### config.mk
export PLATFORM = sky130hd
export DESIGN_NAME = occupancy_ctrl
export DESIGN_NICKNAME = d
export VERILOG_FILES = /design/src/rtl/ram_pkg.sv /design/src/rtl/occupancy_ctrl.sv
export SDC_FILE = /design/constraint.sdc
export NUM_CORES = 1
export LEC_CHECK = 0
export BUFFER_PORTS_ARGS = -buffer_cell sky130_fd_sc_hd__buf_2
export CORE_MARGIN = 3
export CORE_UTILIZATION = 43
export DETAILED_ROUTE_END_ITERATION = 8
export MAX_ROUTING_LAYER = met4
export PLACE_DENSITY = 0.86
export SYNTH_ARGS = -nofsm -noshare
export SYNTH_HDL_FRONTEND = slang
export SYNTH_SLANG_ARGS = --single-unit
### constraint.sdc
create_clock -name clock -period 1.94 [get_ports clock]
set_input_delay 0.194 -clock clock [delete_from_list [all_inputs] [get_ports clock]]
set_output_delay 0.194 -clock clock [all_outputs]
set_load 0.01 [all_outputs]
### src/rtl/ram_pkg.sv
// Shared types for the occupancy grid RAM and its controller.
// Grid geometry and cell word width live here so the datapath and the FSM agree.
package ram_pkg;

  localparam int WORD_SIZE   = 8;
  localparam int GRID_WIDTH  = 16;
  localparam int GRID_HEIGHT = 16;
  localparam int X_BITS      = $clog2(GRID_WIDTH);
  localparam int Y_BITS      = $clog2(GRID_HEIGHT);

  typedef logic [WORD_SIZE-1:0] word_t;
  typedef logic [X_BITS-1:0]    width_index_t;
  typedef logic [Y_BITS-1:0]    height_index_t;

  typedef enum logic [2:0] {
    IDLE,
    CLR_INIT,
    CLR_RUN,
    UPD_READ,
    UPD_WRITE
  } occ_ctrl_state_t;

  // True when applying the update would wrap the cell counter.
  function automatic logic is_saturated(input word_t value, input logic free);
    return free ? (value == '0) : (value == '1);
  endfunction

endpackage

### src/rtl/occupancy_ctrl.sv
// Control FSM for the occupancy grid: whole-grid clear sequencing and
// read-modify-write cell updates driven into the occupancy datapath.
module occupancy_ctrl
  import ram_pkg::*;
#(
  parameter int READ_LATENCY = 1,
  parameter bit SATURATE     = 1'b1
) (
  input  logic          clock,
  input  logic          reset_n,
  input  logic          clear_req,
  input  logic          upd_valid,
  output logic          upd_ready,
  input  width_index_t  upd_x,
  input  height_index_t upd_y,
  input  logic          upd_free,
  input  word_t         data_in,
  input  logic          count_done,
  output logic          zero_cell,
  output logic          write_enable,
  output logic          cell_is_free,
  output logic          reset_counter,
  output logic          enable_counter,
  output width_index_t  x,
  output height_index_t y,
  output logic          busy,
  output logic          clear_done
);

  localparam int CNT_W = (READ_LATENCY > 1) ? $clog2(READ_LATENCY) : 1;
  localparam logic [CNT_W-1:0] RD_LAST = CNT_W'(READ_LATENCY - 1);

  occ_ctrl_state_t state_q, state_d;
  logic [CNT_W-1:0] rd_cnt_q;
  width_index_t     x_q;
  height_index_t    y_q;
  logic             free_q;
  logic             pend_q;
  logic             clear_done_q;

  logic clear_go;
  logic accept;
  logic sat_block;

  assign clear_go  = clear_req | pend_q;
  // Gated by reset_n so the handshake stays quiet while the block is held in reset.
  assign upd_ready = reset_n & (state_q == IDLE) & ~clear_go;
  assign accept    = upd_valid & upd_ready;
  assign sat_block = SATURATE && is_saturated(data_in, free_q);

  always_comb begin
    // NOTE: every combinationally driven signal gets a default first so no path can infer a latch.
    state_d = state_q;
    unique case (state_q)
      IDLE: begin
        if (clear_go)       state_d = CLR_INIT;
        else if (upd_valid) state_d = UPD_READ;
      end
      CLR_INIT:  state_d = CLR_RUN;
      CLR_RUN:   if (count_done) state_d = IDLE;
      UPD_READ:  if (rd_cnt_q == RD_LAST) state_d = UPD_WRITE;
      UPD_WRITE: state_d = IDLE;
      default:   state_d = IDLE;
    endcase
  end

  // The saturation guard has to look at the live read data, so write_enable
  // is the one control output with a data_in term; all others decode state only.
  always_comb begin
    zero_cell      = 1'b0;
    write_enable   = 1'b0;
    cell_is_free   = 1'b0;
    reset_counter  = 1'b0;
    enable_counter = 1'b0;
    unique case (state_q)
      CLR_INIT: reset_counter = 1'b1;
      CLR_RUN: begin
        zero_cell      = 1'b1;
        write_enable   = 1'b1;
        enable_counter = 1'b1;
      end
      UPD_WRITE: begin
        cell_is_free = free_q;
        write_enable = ~sat_block;
      end
      default: ;
    endcase
  end

  assign busy       = (state_q != IDLE);
  assign clear_done = clear_done_q;
  assign x          = x_q;
  assign y          = y_q;

  always_ff @(posedge clock or negedge reset_n) begin
    if (!reset_n) begin
      state_q      <= IDLE;
      rd_cnt_q     <= '0;
      x_q          <= '0;
      y_q          <= '0;
      free_q       <= 1'b0;
      pend_q       <= 1'b0;
      clear_done_q <= 1'b0;
    end else begin
      // NOTE: state registers use non-blocking assignment so every flop samples pre-edge values.
      state_q      <= state_d;
      clear_done_q <= (state_q == CLR_RUN) && count_done;

      if (accept) begin
        x_q    <= upd_x;
        y_q    <= upd_y;
        free_q <= upd_free;
      end

      if (state_q == UPD_READ) rd_cnt_q <= rd_cnt_q + CNT_W'(1);
      else                     rd_cnt_q <= '0;

      // A request seen while busy is remembered; finishing a clear satisfies it.
      if ((state_q == CLR_RUN) && count_done) pend_q <= 1'b0;
      else if (clear_req && (state_q != IDLE)) pend_q <= 1'b1;
    end
  end

endmodule

==> Yosys cells after proc, flatten, opt, wreduce, memory -nomap -nowiden <==
Index checks and enable logic that the tools add are counted.
{ "totals": {"reg_bits": 15, "latchBits": 0, "mem_bits_rw": 0, "mem_bits_ro": 0, "output_inout_bits": 16, "word_cells": 42, "n_memories": 0} }
{ "classes": {"addsub": 1, "mul": 0, "div": 0, "order_cmp": 0, "n_eq_ne": 8, "shifts": 0, "n_mux": 13, "n_bitwise": 6, "reduce_logical": 7} }
{ "ops": {"columns": ["op", "count"], "rows": [
  ["$mux 3", 4],
  ["$pmux 3 s4", 1],
  ["$eq 8x8->1 const B", 1],
  ["$logic_not 8->1", 1],
  ["$mux 1", 7],
  ["$eq 3x2->1 const B", 2],
  ["$ne 2x2->1 const B", 2],
  ["$and 1x1->1", 3],
  ["$eq 3x1->1 const B", 1],
  ["$eq 3x3->1 const B", 1],
  ["$logic_not 3->1", 1],
  ["$ne 3x3->1 const B", 1],
  ["$reduce_and 3->1", 1],
  ["$reduce_bool 3->1", 1],
  ["$logic_and 1x1->1", 2],
  ["$not 1->1", 2],
  ["$pmux 1 s2", 1],
  ["$reduce_bool 2->1", 1],
  ["$add 1x1->1 const B", 1],
  ["$or 1x1->1", 1]
]} }

==> Longest topological paths before layout <==
{ "depth": {"depth_word": 4, "ltp_mapped": 5, "ltp_nobuf": 4} }

==> Least setup slack after synthesis <==
OpenSTA, ideal clock, no wires.
{ "synth_timing": {"path_type": "reg2out", "start": "register state_q[0]", "end": "output port write_enable", "t_arrival_ns": 1.200, "t_required_ns": 1.746, "path_slack_ns": 0.546, "path_stages_with_launch": 4, "n_path_buf": 1, "path_cell_list": "dfrtp_1 > buf_2 > nor3b_1 > a221o_1"} }
{ "synth_between": {"elab_chain_cells": 2, "word_cells_on_any_way": 3} }
{ "synth_rtl": {"columns": ["element", "line_no", "text"], "rows": [
  ["start: declaration", "occupancy_ctrl.sv:33", "occ_ctrl_state_t state_q, state_d;"],
  ["start signal: assignment", "occupancy_ctrl.sv:106", "state_q <= state_d;"],
  ["$eq 3x3->1 / $eq 3x2->1 (equally long branches)", "occupancy_ctrl.sv:75", "unique case (state_q)"],
  ["$pmux 1 s2 (*)", "occupancy_ctrl.sv:75", null],
  ["end: declaration", "occupancy_ctrl.sv:20", "output logic write_enable,"]
]} }
Every way passes the cells marked *; elsewhere a longest branch is shown, timed or not.

==> Final worst setup path <==
{ "layout_timing": {"start": "register state_q[1]", "end": "output port write_enable"} }
The elaborated chain is that of the path after synthesis.

==> key figures <==
STA
  – Measured slew at the worst slew-check pin: 0.402 ns
  – Worst Skew: 0.000459 ns
  – Tmin final: 1.76 ns
  – Setup TNS Final: 0 ns
  – Headroom to the max-slew limit: 73.2%
  – Setup repair after global routing missed its margin: false
  – Tcrit/Tclk final: 90.6%
  – Slew Limit Fails: 0
  – Fmax: 0.569 GHz
  – Setup violators final: 0
  – Hold Fails Final Rpt: 0

Floorplan
  – Die Wd: 46.8 µm
  – Starting Density: 46.4%
  – Total die area: 2190 µm²
  – Die H: 46.8 µm
  – Core Box Area: 1540 µm²
  – Row count: 14
  – IO Pins: 38

Routing
  – Post-route DRC: 0
  – TritonRoute pass-1 iters: 4
  – Antenna Nets Post-Route: 0
  – Wire per inst: 13.4 µm
  – DRT Wirelength: 1480 µm
  – Vias: 586
  – Initial DRC Count: 3
  – Via density: 5.28

Placed design
  – DP Area: 890 µm²
  – RD Place Congestion: 0.763
  – HPWL after DPL: 1160 µm
  – # port buffers: 37

Worst setup path
  – Reg-to-reg endpoint: x[1]
  – Reg2Reg Depth: 3
  – Endpoint class of the critical path: primary output
  – R2R Setup Slk: 0.48 ns
  – Worst EP required: 1.75 ns
  – CP max FO: 9
  – Crit path DAT: 1.56 ns
  – WS Path Type: reg -> out
  – Critical R2R Launch: state_q[2]
  – Critical Path Start Type: register

GRT
  – GR Util All Layers: 16.2%
  – Vias in the first global route: 554
  – Largest net degree at the start of global routing: 18
  – Initial antenna violation count: 0
  – Total grt overflow: 0
  – First-pass GRT wire length: 2300 µm

Power and ir drop
  – Peak VDD IR: 0.767 mV
  – Power per cell area: 1430 nW/µm²
  – LEAKAGE: 0.481 nW

Clock tree
  – Clock buffer depth: 2
  – CTS buffer count: 3
  – Root buffer cell: clkbuf_4
  – Clock transition at the registers of the reported paths: 0.08 ns
  – CTS tree: yes
  – Cts hold-fix bufs: 1
  – Clock Sinks: 15
  – Post-CTS Resized: 0
  – Clk_lat worst skew: 0.28 ns
  – H-tree levels: 1
  – Post-CTS Setup Repair Bufs: 0

Layout
  – Final net count: 118
  – Antenna Cells: 0
  – Area grow syn2layout: 29.4%
  – Fillcell total: 137
  – Fraction of layout cells with a size suffix above 1: 54.7%
  – Final Instance Area: 926 µm²

Yosys
  – Post-synth EDFFs: 0
  – Synthesized cell area: 716 µm²
  – Ys async rst share: 100%
  – Post-synthesis average cell area: 12.6 µm²
  – Synth top area share: 52.4%
  – Yosys top cell by area: dfrtp_1
  – Post-synthesis sequential area ratio: 52.4%
  – Count leader, synth: dfrtp_1
  – Ranking of synthesized cells by area: dfrtp_1 52%, mux2_2 13%, nand4_4 3.0%, nor4bb_1 2.8%, nor3_4 2.3%
  – Post-synth cell types: 24
  – Synthesized instance count: 57
  – Post-synth top cells: 15 x dfrtp_1, 8 x mux2_2, 4 x nor2_1
  – Prevailing post-synth register cell: dfrtp_1
  – Syn nets: 79
  – Synth warn: 0
  – Number of synthesized register bits: 15

Outcome
  – Status: completed

Worst hold path
  – Start point of the worst hold path: upd_x[2]
  – Hold depth: 2
  – Hold endpoint: x[2]
  – Hold/Removal Path Class: in -> reg

Job
  – # Max-Cap Violations: 0
==> cells in the final DEF (no fill, tap or decap) <==
master,synthesis,final
and2_1,1,1
nor3_4,1,1
nor3b_1,2,2
dlygate4sd3_1,0,1
o31ai_1,1,1
nor4b_1,1,1
and3_1,2,2
inv_1,1,1
clkbuf_1,0,1
dfrtp_1,15,15
a221o_1,1,1
a221oi_1,1,1
mux2_4,1,1
mux2_2,8,8
nand3_1,1,1
nor2_1,4,4
nand4_1,2,2
buf_2,1,37
nand4_4,1,1
nor4_1,2,2
nor4bb_1,2,2
or2_2,1,1
clkbuf_4,0,3
a21oi_1,3,3
nand2_1,2,2
==> where the power goes <==
| group | total (mW) | leakage (nW) | internal, mW | switching [mW] |
|---|---|---|---|---|
| clock | 0.176 | 0.0150 | 0.0799 | 0.0956 |
| sequential | 0.594 | 0.192 | 0.459 | 0.135 |
| combinational | 0.557 | 0.274 | 0.294 | 0.263 |
==> how the worst max path moves through the flow <==
stage	start	endpoint	slack, ns	cells past startpoint
finish	state_q[1]	write_enable	0.18	4
global route	state_q[1]	write_enable	0.06	3
CTS	state_q[0]	write_enable	0.18	4
detailed placement	state_q[2]	x[1]	0.49	3
global placement	state_q[1]	write_enable	0.52	4
floorplan	state_q[0]	write_enable	0.55	3
==> flip-flops by register name (all words and copies together), names as in the netlist <==
signal      count
state_q         3
x               4
rd_cnt_q        1
y               4
clear_done      1
free_q          1
pend_q          1
==> metrics by stage <==
stage / power [mW] / setup WS [ns] / hold slack, ns / instances / utilization [%]
after global placement: 1.14 / 0.517 / 0.130 / 106 / 57.7
after CTS: 1.35 / 0.176 / 0.127 / 111 / 60.1
after detailed placement: 1.16 / 0.491 / 0.137 / 106 / 57.7
after global routing: 1.44 / 0.0580 / 0.127 / 111 / 60.1
after floorplan: 0.980 / 0.546 / -0.102 / 57 / -
final: 1.33 / 0.183 / 0.138 / 111 / 60.1
==> worst max-delay path: stages (launching register included) <==
cell and delay [ns]:
dfrtp_1 0.52, nor2_1 0.12, and3_1 0.21, a221o_1 0.28, buf_2 0.14
==> cell families (layout without fill, tap and decap cells) <==
| kind of cell | Yosys count | in the layout | synth area share, % |
|---|---|---|---|
| flops | 15 | 15 | 52.4 |
| mux | 9 | 9 | 14.7 |
| buf+inv | 5 | 43 | 4.89 |
| simple gates | 22 | 22 | 22.2 |
| compound gates | 6 | 6 | 5.77 |
==> routing by layer <==
metal | wire length [µm] | track usage [%] | share of wire, % | up-vias
li1 | - | - | - | 287
met1 | 527 | 17.2 | 36 | 283
met2 | 846 | 26.0 | 57 | 12
met3 | 83 | 6.13 | 5.6 | 4
met4 | 26 | 8.29 | 1.8 | 0
met5 | 0 | - | 0 | -
==> area by class of cell <==
class                      count  area [µm²]  share of cell area, %
timing repair buffer          38         195                   21.1
multi-input combinational     37         305                   33.0
tap                           16        20.0                   2.16
sequential                    15         375                   40.5
inverter                       1        3.75                  0.405
clock buffer                   4        26.3                   2.84
Power figures use the tool's default switching activity.
